[config.mk]
export PLATFORM = sky130hd
export DESIGN_NAME = column_shift_receiver
export DESIGN_NICKNAME = d
export VERILOG_FILES = /design/src/rtl/column_shift_receiver.sv
export SDC_FILE = /design/constraint.sdc
export NUM_CORES = 1
export LEC_CHECK = 0
export BUFFER_PORTS_ARGS = -buffer_cell sky130_fd_sc_hd__buf_2
export CAP_MARGIN = 20
export CORE_ASPECT_RATIO = 0.7
export CORE_MARGIN = 3
export CORE_UTILIZATION = 55
export CTS_CLUSTER_DIAMETER = 80
export DETAILED_ROUTE_END_ITERATION = 10
export HOLD_SLACK_MARGIN = 0.08
export PLACE_DENSITY = 0.75
export SLEW_MARGIN = 20
export SYNTH_ARGS = -nofsm -noshare
export SYNTH_HDL_FRONTEND = slang
export SYNTH_SLANG_ARGS = --single-unit
export TNS_END_PERCENT = 1
[constraint.sdc]
create_clock -name clk -period 2.1 [get_ports clk]
set_input_delay 0.105 -clock clk [delete_from_list [all_inputs] [get_ports clk]]
set_output_delay 0.105 -clock clk [all_outputs]
set_load 0.005 [all_outputs]
[src/rtl/column_shift_receiver.sv]
// Receiver for the LED-matrix column serial link: oversamples the link inputs,
// shifts in one RGB row and presents it on latch, flagging frames of the wrong length.
module column_shift_receiver #(
    parameter int COL_W = 8
) (
    input  logic             clk,
    input  logic             rst,
    input  logic             ser_data,
    input  logic             ser_clk,
    input  logic             latch,
    input  logic [2:0]       row_en,
    output logic [COL_W-1:0] col_r,
    output logic [COL_W-1:0] col_g,
    output logic [COL_W-1:0] col_b,
    output logic [2:0]       row_out,
    output logic             frame_valid,
    output logic             frame_err,
    output logic [7:0]       err_cnt,
    output logic             busy
);

    localparam int FRAME = 3 * COL_W;
    localparam int CW    = $clog2(FRAME + 2);
    localparam logic [CW-1:0] CNT_FULL = CW'(FRAME);
    localparam logic [CW-1:0] CNT_MAX  = CW'(FRAME + 1);

    typedef enum logic [1:0] {IDLE, SHIFT, FULL, OVER} state_t;

    state_t state, state_shift, state_next;

    logic sclk_s1, sclk_s2, sclk_s3;
    logic latch_s1, latch_s2, latch_s3;
    logic data_s1, data_s2;
    logic [2:0] row_s1, row_s2;

    logic [FRAME-1:0] shreg, shreg_next;
    logic [CW-1:0]    cnt, cnt_shift, cnt_next;
    logic             sclk_rise, latch_rise, good, bad;

    always_ff @(posedge clk) begin
        if (rst) begin
            sclk_s1  <= 1'b0;
            sclk_s2  <= 1'b0;
            sclk_s3  <= 1'b0;
            latch_s1 <= 1'b0;
            latch_s2 <= 1'b0;
            latch_s3 <= 1'b0;
            data_s1  <= 1'b0;
            data_s2  <= 1'b0;
            row_s1   <= '0;
            row_s2   <= '0;
        end else begin
            sclk_s1  <= ser_clk;
            sclk_s2  <= sclk_s1;
            sclk_s3  <= sclk_s2;
            latch_s1 <= latch;
            latch_s2 <= latch_s1;
            latch_s3 <= latch_s2;
            data_s1  <= ser_data;
            data_s2  <= data_s1;
            row_s1   <= row_en;
            row_s2   <= row_s1;
        end
    end

    assign sclk_rise  = sclk_s2 & ~sclk_s3;
    assign latch_rise = latch_s2 & ~latch_s3;

    always_ff @(posedge clk) begin
        if (rst) state <= IDLE;
        else     state <= state_next;
    end

    // The incoming bit is applied first so a coincident latch judges the updated count.
    always_comb begin
        shreg_next  = shreg;
        cnt_shift   = cnt;
        state_shift = state;
        if (sclk_rise) begin
            shreg_next = {shreg[FRAME-2:0], data_s2};
            if (cnt != CNT_MAX) cnt_shift = cnt + 1'b1;
            case (state)
                IDLE, SHIFT: state_shift = (cnt_shift == CNT_FULL) ? FULL : SHIFT;
                FULL:        state_shift = OVER;
                default:     state_shift = OVER;
            endcase
        end
        state_next = state_shift;
        cnt_next   = cnt_shift;
        good       = 1'b0;
        bad        = 1'b0;
        if (latch_rise) begin
            state_next = IDLE;
            cnt_next   = '0;
            good       = (state_shift == FULL);
            bad        = (state_shift != FULL);
        end
    end

    always_ff @(posedge clk) begin
        if (rst) begin
            shreg       <= '0;
            cnt         <= '0;
            col_r       <= '0;
            col_g       <= '0;
            col_b       <= '0;
            row_out     <= '0;
            frame_valid <= 1'b0;
            frame_err   <= 1'b0;
            err_cnt     <= '0;
        end else begin
            shreg       <= shreg_next;
            cnt         <= cnt_next;
            frame_valid <= good;
            frame_err   <= bad;
            if (good) begin
                col_r   <= shreg_next[FRAME-1 -: COL_W];
                col_g   <= shreg_next[2*COL_W-1 -: COL_W];
                col_b   <= shreg_next[COL_W-1:0];
                row_out <= row_s2;
            end
            if (bad && err_cnt != 8'hFF) err_cnt <= err_cnt + 8'd1;
        end
    end

    assign busy = (state != IDLE);

endmodule

==> results.sh, run 1 <==
export IMPL_outcome="finished clean"
export IMPL_drt_total_wl_um=5923
export IMPL_clock_path_buffers=2
export IMPL_clk_latency_ps=350
export IMPL_setup_violations=0
export IMPL_path_buf_inv=1
export IMPL_antenna_found_initial=0
export IMPL_diodes=0
export IMPL_io_pins=46
export IMPL_crit_slowest_cell="or4_1"
export IMPL_ir_drop_v=0.0004862
export IMPL_cp_cell_sequence="inv_1, ha_1, and3b_1, o211ai_2, nand2_4, or4_1, a21oi_1"
export IMPL_critPathLaunchType="flop"
export IMPL_clockRootBuffer="clkbuf_8"
export IMPL_wl_per_cell_um=12.39
export IMPL_syn_num_nets=361
export IMPL_synth_adder_area_share_pct=1.229
export IMPL_async_reset_ff_share_pct=0
export IMPL_fmax_mhz=503.5
export IMPL_dp_hpwl_um=3659
export IMPL_timing_hold_ws_ps=169.6
export IMPL_hp_class="primary input to flop"
export IMPL_htreeDepth=3
export IMPL_numCtsBuffers=9
export IMPL_yosysTopAreaCellShare_pct=53.73
export IMPL_grt_overflow_total=0
export IMPL_grt_max_degree=50
export IMPL_synth_top_family_by_area="simple AND/OR/NAND/NOR gates"
export IMPL_synth_edf_count=0
export IMPL_cp_end_kind="flop"
export IMPL_slew_headroom_pct=73.42
export IMPL_critical_path_required_ps=2380
export IMPL_rsz0062_at_grt="false"
export IMPL_core_area_sq_um=5313
export IMPL_die_w_um=95.09
export IMPL_drt_iter0_markers=125
export IMPL_via_per_inst=5.105
export IMPL_port_buffers=45
export IMPL_ant_nets=0
export IMPL_clock_sinks=82
export IMPL_fillers=440
export IMPL_worst_path_largest_cell_delay_ps=530
export IMPL_min_period_over_period_pct=94.57
export IMPL_crit_fanout=15
export IMPL_layout_min_cycle_time_ps=1986
export IMPL_grt_pass1_wl_um=9528
export IMPL_synth_area_sq_um=3055
export IMPL_synth_compound_area_share_pct=13.43
export IMPL_synthDistinctLibCells=36
export IMPL_num_rows=22
export IMPL_final_max_slew_viol_count=0
export IMPL_drive_gt1_share_pct=20.20
export IMPL_cp_arrival_ps=2270
export IMPL_crit_family="simple AND/OR/NAND/NOR gates"
export IMPL_maxCapViolations=0
export IMPL_vias=2440
export IMPL_synth_area_top_cells="dfxtp_1, nand2_1, a21oi_1, nand2b_1, o21ai_0"
export IMPL_ys_flop_type="dfxtp_1"
export IMPL_synth_xor_area_share_pct=0.5733
export IMPL_finalClockSkew_ps=4.582
export IMPL_yosysSeqAreaShare_pct=53.73
export IMPL_avgSynthCellArea_sq_um=8.730
export IMPL_die_h_um=68.36
export IMPL_tns_ps=0
export IMPL_p_leak_nw=1.409
export IMPL_drcViolationCount=0
export IMPL_cts_tree="yes"
export IMPL_hold_viol=0
export IMPL_yosys_area_top_type="dfxtp_1"
export IMPL_path_class="flop to flop"
export IMPL_powerDensity_nw_per_um2=781.8
export IMPL_grt_use_total_pct=19.11
export IMPL_synth_seq_cells=82
export IMPL_synth_mux_area_share_pct=0.9828
export IMPL_worst_slew_pin_slew_ps=394.5
export IMPL_place_gp_congestion=0.8095
export IMPL_netlist_instances=350
export IMPL_first_global_vias=2166
export IMPL_synth_warnings=0
export IMPL_num_nets_final=412
export IMPL_firstDrtPassIters=4
export IMPL_syn2layout_area_growth_pct=20.68
export IMPL_initial_core_util_pct=57.51
export IMPL_synthSimpleGateAreaFrac_pct=26.49
export IMPL_final_common_cell="dfxtp_1"
export IMPL_most_common_layout_cells="dfxtp_1, nand2_1, buf_2"
export IMPL_die_area_sq_um=6500
export IMPL_cts_clk_slew_worst_paths_ps=80
state kept, by name (all words and copies together) (netlist names), 2 cells and up, named ones only:
name and cells:
row_out 3, err_cnt 8, shreg 24, state 2
col_r 8, row_s1 3, cnt 4, col_b 8
col_g 8, row_s2 3
stage by stage:
step	power, W	setup WS (ps)	instances	cell area [sq um]	util (%)
3_5_place_dp	0.001693	55.02	453	3344	62.95
5_1_grt	0.002980	9.424	478	3687	69.41
3_3_place_gp	0.001692	148.1	453	3344	62.95
4_1_cts	0.002913	28.87	475	3622	68.18
6_report	0.002883	114.0	478	3687	69.41
2_1_floorplan	0.001670	193.3	350	3055	-
timing repair:
item,CTS,global route
hold buffers,6,0
hold endpoints to repair,6,0
buffers inserted,0,2
resized for setup,0,7
setup endpoints to repair,0,17
final timing paths:
path	from	end	slack (ps)	cells past startpoint
setup reg to reg	flop	err_cnt[5]	110	7
setup / recovery	flop	err_cnt[5]	110	7
hold reg to reg	latch_s1	latch_s2	440	1
hold / removal	rst	sclk_s1	170	2
synth_stat cells, drive strengths merged, types with 2 or more instances:
cell type  number
ha              3
nand3           5
nor3            2
nand4           3
nand2          79
inv             4
o21ai          30
o31ai           5
or3             3
xor2            2
nor2           12
mux2i           3
dfxtp          82
or2             3
nor2b          16
a21oi          35
clkbuf         15
and3            2
buf             6
or4             5
nand2b         25
logic make-up after synthesis:
family / count (synthesis)
adders and majority gates: 3
xor gates and xnor gates: 2
DFF: 82
buffers and inverters: 25
and+or+nand+nor: 162
muxes: 3
AOI/OAI and AO/OA: 73
metal layers:
layer	GRT usage [%]	share of wire [%]	vias up
li1	-	-	1264
met1	23.49	50	1119
met2	30.51	43	52
met3	8.132	5.7	5
met4	6.115	0.89	0
met5	0	0	-
area by class of cell:
class                   instances  area [sq um]  area share [%]
repair buffers                 61         390.4           10.59
inverters                       4         15.01          0.4072
flip-flops and latches         82          1649           44.72
multi-input cells             243          1325           35.93
well taps                      72         90.09           2.443
clock buffers                   9         123.9           3.359
clock inverters                 7         93.84           2.545
report_power, final:
part / internal, W / switching [W] / leakage [nW]
combinational: 0.0000378 / 0.0000492 / 0.638
clock: 0.000666 / 0.000554 / 0.105
sequential: 0.00157 / 0.00000815 / 0.665
No activity file was read; power rests on OpenSTA's default activity.
==> inputs of run 2 (changes only) <==
SLEW_MARGIN = unset   (was 20)
clock period = 2.2 ns   (was 2.1 ns; I/O delays follow)
==> results.sh, run 2 (same netlist as run 1, synthesis figures left out) <==
export IMPL_outcome="finished clean"
export IMPL_via_per_inst=5.044
export IMPL_crit_fanout=18
export IMPL_powerDensity_nw_per_um2=721.4
export IMPL_layout_min_cycle_time_ps=2125
export IMPL_largest_reg_flops=24
export IMPL_setup_violations=0
export IMPL_dp_hpwl_um=3617
export IMPL_core_area_sq_um=5313
export IMPL_path_buf_inv=1
export IMPL_worst_slew_pin_slew_ps=403.8
export IMPL_final_common_cell="dfxtp_1"
export IMPL_cp_arrival_ps=2390
export IMPL_fillers=456
export IMPL_grt_max_degree=53
export IMPL_drcViolationCount=0
export IMPL_cp_cell_sequence="inv_1, ha_1, and3b_1, o211ai_2, nand2_2, or4_1, a21oi_1"
export IMPL_critical_path_required_ps=2460
export IMPL_ir_drop_v=0.0005296
export IMPL_die_h_um=68.36
export IMPL_crit_slowest_cell="or4_1"
export IMPL_first_global_vias=2102
export IMPL_regMostFlops="shreg"
export IMPL_grt_use_total_pct=18.87
export IMPL_firstDrtPassIters=4
export IMPL_clock_sinks=82
export IMPL_rsz0062_at_grt="true"
export IMPL_cp_end_kind="flop"
export IMPL_most_common_layout_cells="dfxtp_1, nand2_1, buf_2"
export IMPL_worst_path_largest_cell_delay_ps=550
export IMPL_antenna_found_initial=0
export IMPL_ant_nets=0
export IMPL_die_w_um=95.09
export IMPL_total_power_w=0.002579
export IMPL_initial_core_util_pct=57.51
export IMPL_cts_tree="yes"
export IMPL_path_class="flop to flop"
export IMPL_crit_family="simple AND/OR/NAND/NOR gates"
export IMPL_diodes=0
export IMPL_wl_per_cell_um=11.96
export IMPL_num_nets_final=407
export IMPL_p_leak_nw=1.363
export IMPL_maxCapViolations=0
export IMPL_cts_clk_slew_worst_paths_ps=70
export IMPL_final_max_slew_viol_count=0
export IMPL_clockRootBuffer="clkbuf_8"
export IMPL_min_period_over_period_pct=96.60
export IMPL_port_buffers=45
export IMPL_numCtsBuffers=9
export IMPL_io_pins=46
export IMPL_clock_path_buffers=2
export IMPL_num_rows=22
export IMPL_tns_ps=0
export IMPL_syn2layout_area_growth_pct=16.99
export IMPL_htreeDepth=3
export IMPL_vias=2386
export IMPL_place_gp_congestion=0.7850
export IMPL_drive_gt1_share_pct=17.96
export IMPL_hold_viol=0
export IMPL_hp_class="primary input to flop"
export IMPL_clk_latency_ps=340
export IMPL_die_area_sq_um=6500
export IMPL_finalClockSkew_ps=6.803
export IMPL_grt_pass1_wl_um=9487
export IMPL_cts_setup_buffers=0
export IMPL_fmax_mhz=470.5
export IMPL_grt_overflow_total=0
export IMPL_slew_headroom_pct=72.79
export IMPL_drt_iter0_markers=175
export IMPL_drt_total_wl_um=5656
export IMPL_critPathLaunchType="flop"
[run 2: layout make-up]
| class | count | area, sq um | area share (%) |
|---|---|---|---|
| tap | 72 | 90.09 | 2.520 |
| clock inverter | 1 | 7.507 | 0.2100 |
| clock buffer | 15 | 176.4 | 4.935 |
| multi-input combinational | 243 | 1308 | 36.58 |
| timing repair buffer | 56 | 335.3 | 9.380 |
| sequential | 82 | 1643 | 45.96 |
| inverter | 4 | 15.01 | 0.4200 |
[run 2: metal layers]
metal	global-route usage, %	share of wire (%)	vias to the layer above
li1	-	-	1259
met1	25.63	53	1078
met2	27.38	42	41
met3	6.154	3.9	8
met4	8.273	1.3	0
met5	0	0	-
[run 2: power by group]
group / internal [W] / switching, W
clock: 0.000505 / 0.000484
combinational: 0.0000361 / 0.0000476
sequential: 0.00150 / 0.00000742
[run 2: worst paths after layout]
check             startpoint          to  slack (ps)  cells past startpoint
setup reg to reg        flop  err_cnt[5]          70                      7
hold reg to reg      sclk_s1     sclk_s2         440                      1
setup / recovery        flop  err_cnt[5]          70                      7
hold / removal           rst     sclk_s2         170                      2
[run 2: per-stage QoR]
step                      setup WS [ps]  std cells  utilization, %  hold WS (ps)  instance area (sq um)
after floorplan                   293.3        350               -         238.2                   3055
after global placement            209.4        451           62.67         319.4                   3329
after detailed placement          102.7        451           62.67         321.6                   3329
after CTS                         76.21        473           67.26         160.9                   3573
after global routing             -48.18        473           67.29         184.8                   3575
final                             74.73        473           67.29         173.4                   3575
[run 2: repair_timing]
item / 4_1_cts / 5_1_grt
endpoints found under the hold margin: 6 / 0
hold buffers: 6 / 0
setup endpoints to repair: 0 / 6
resized for setup: 0 / 1
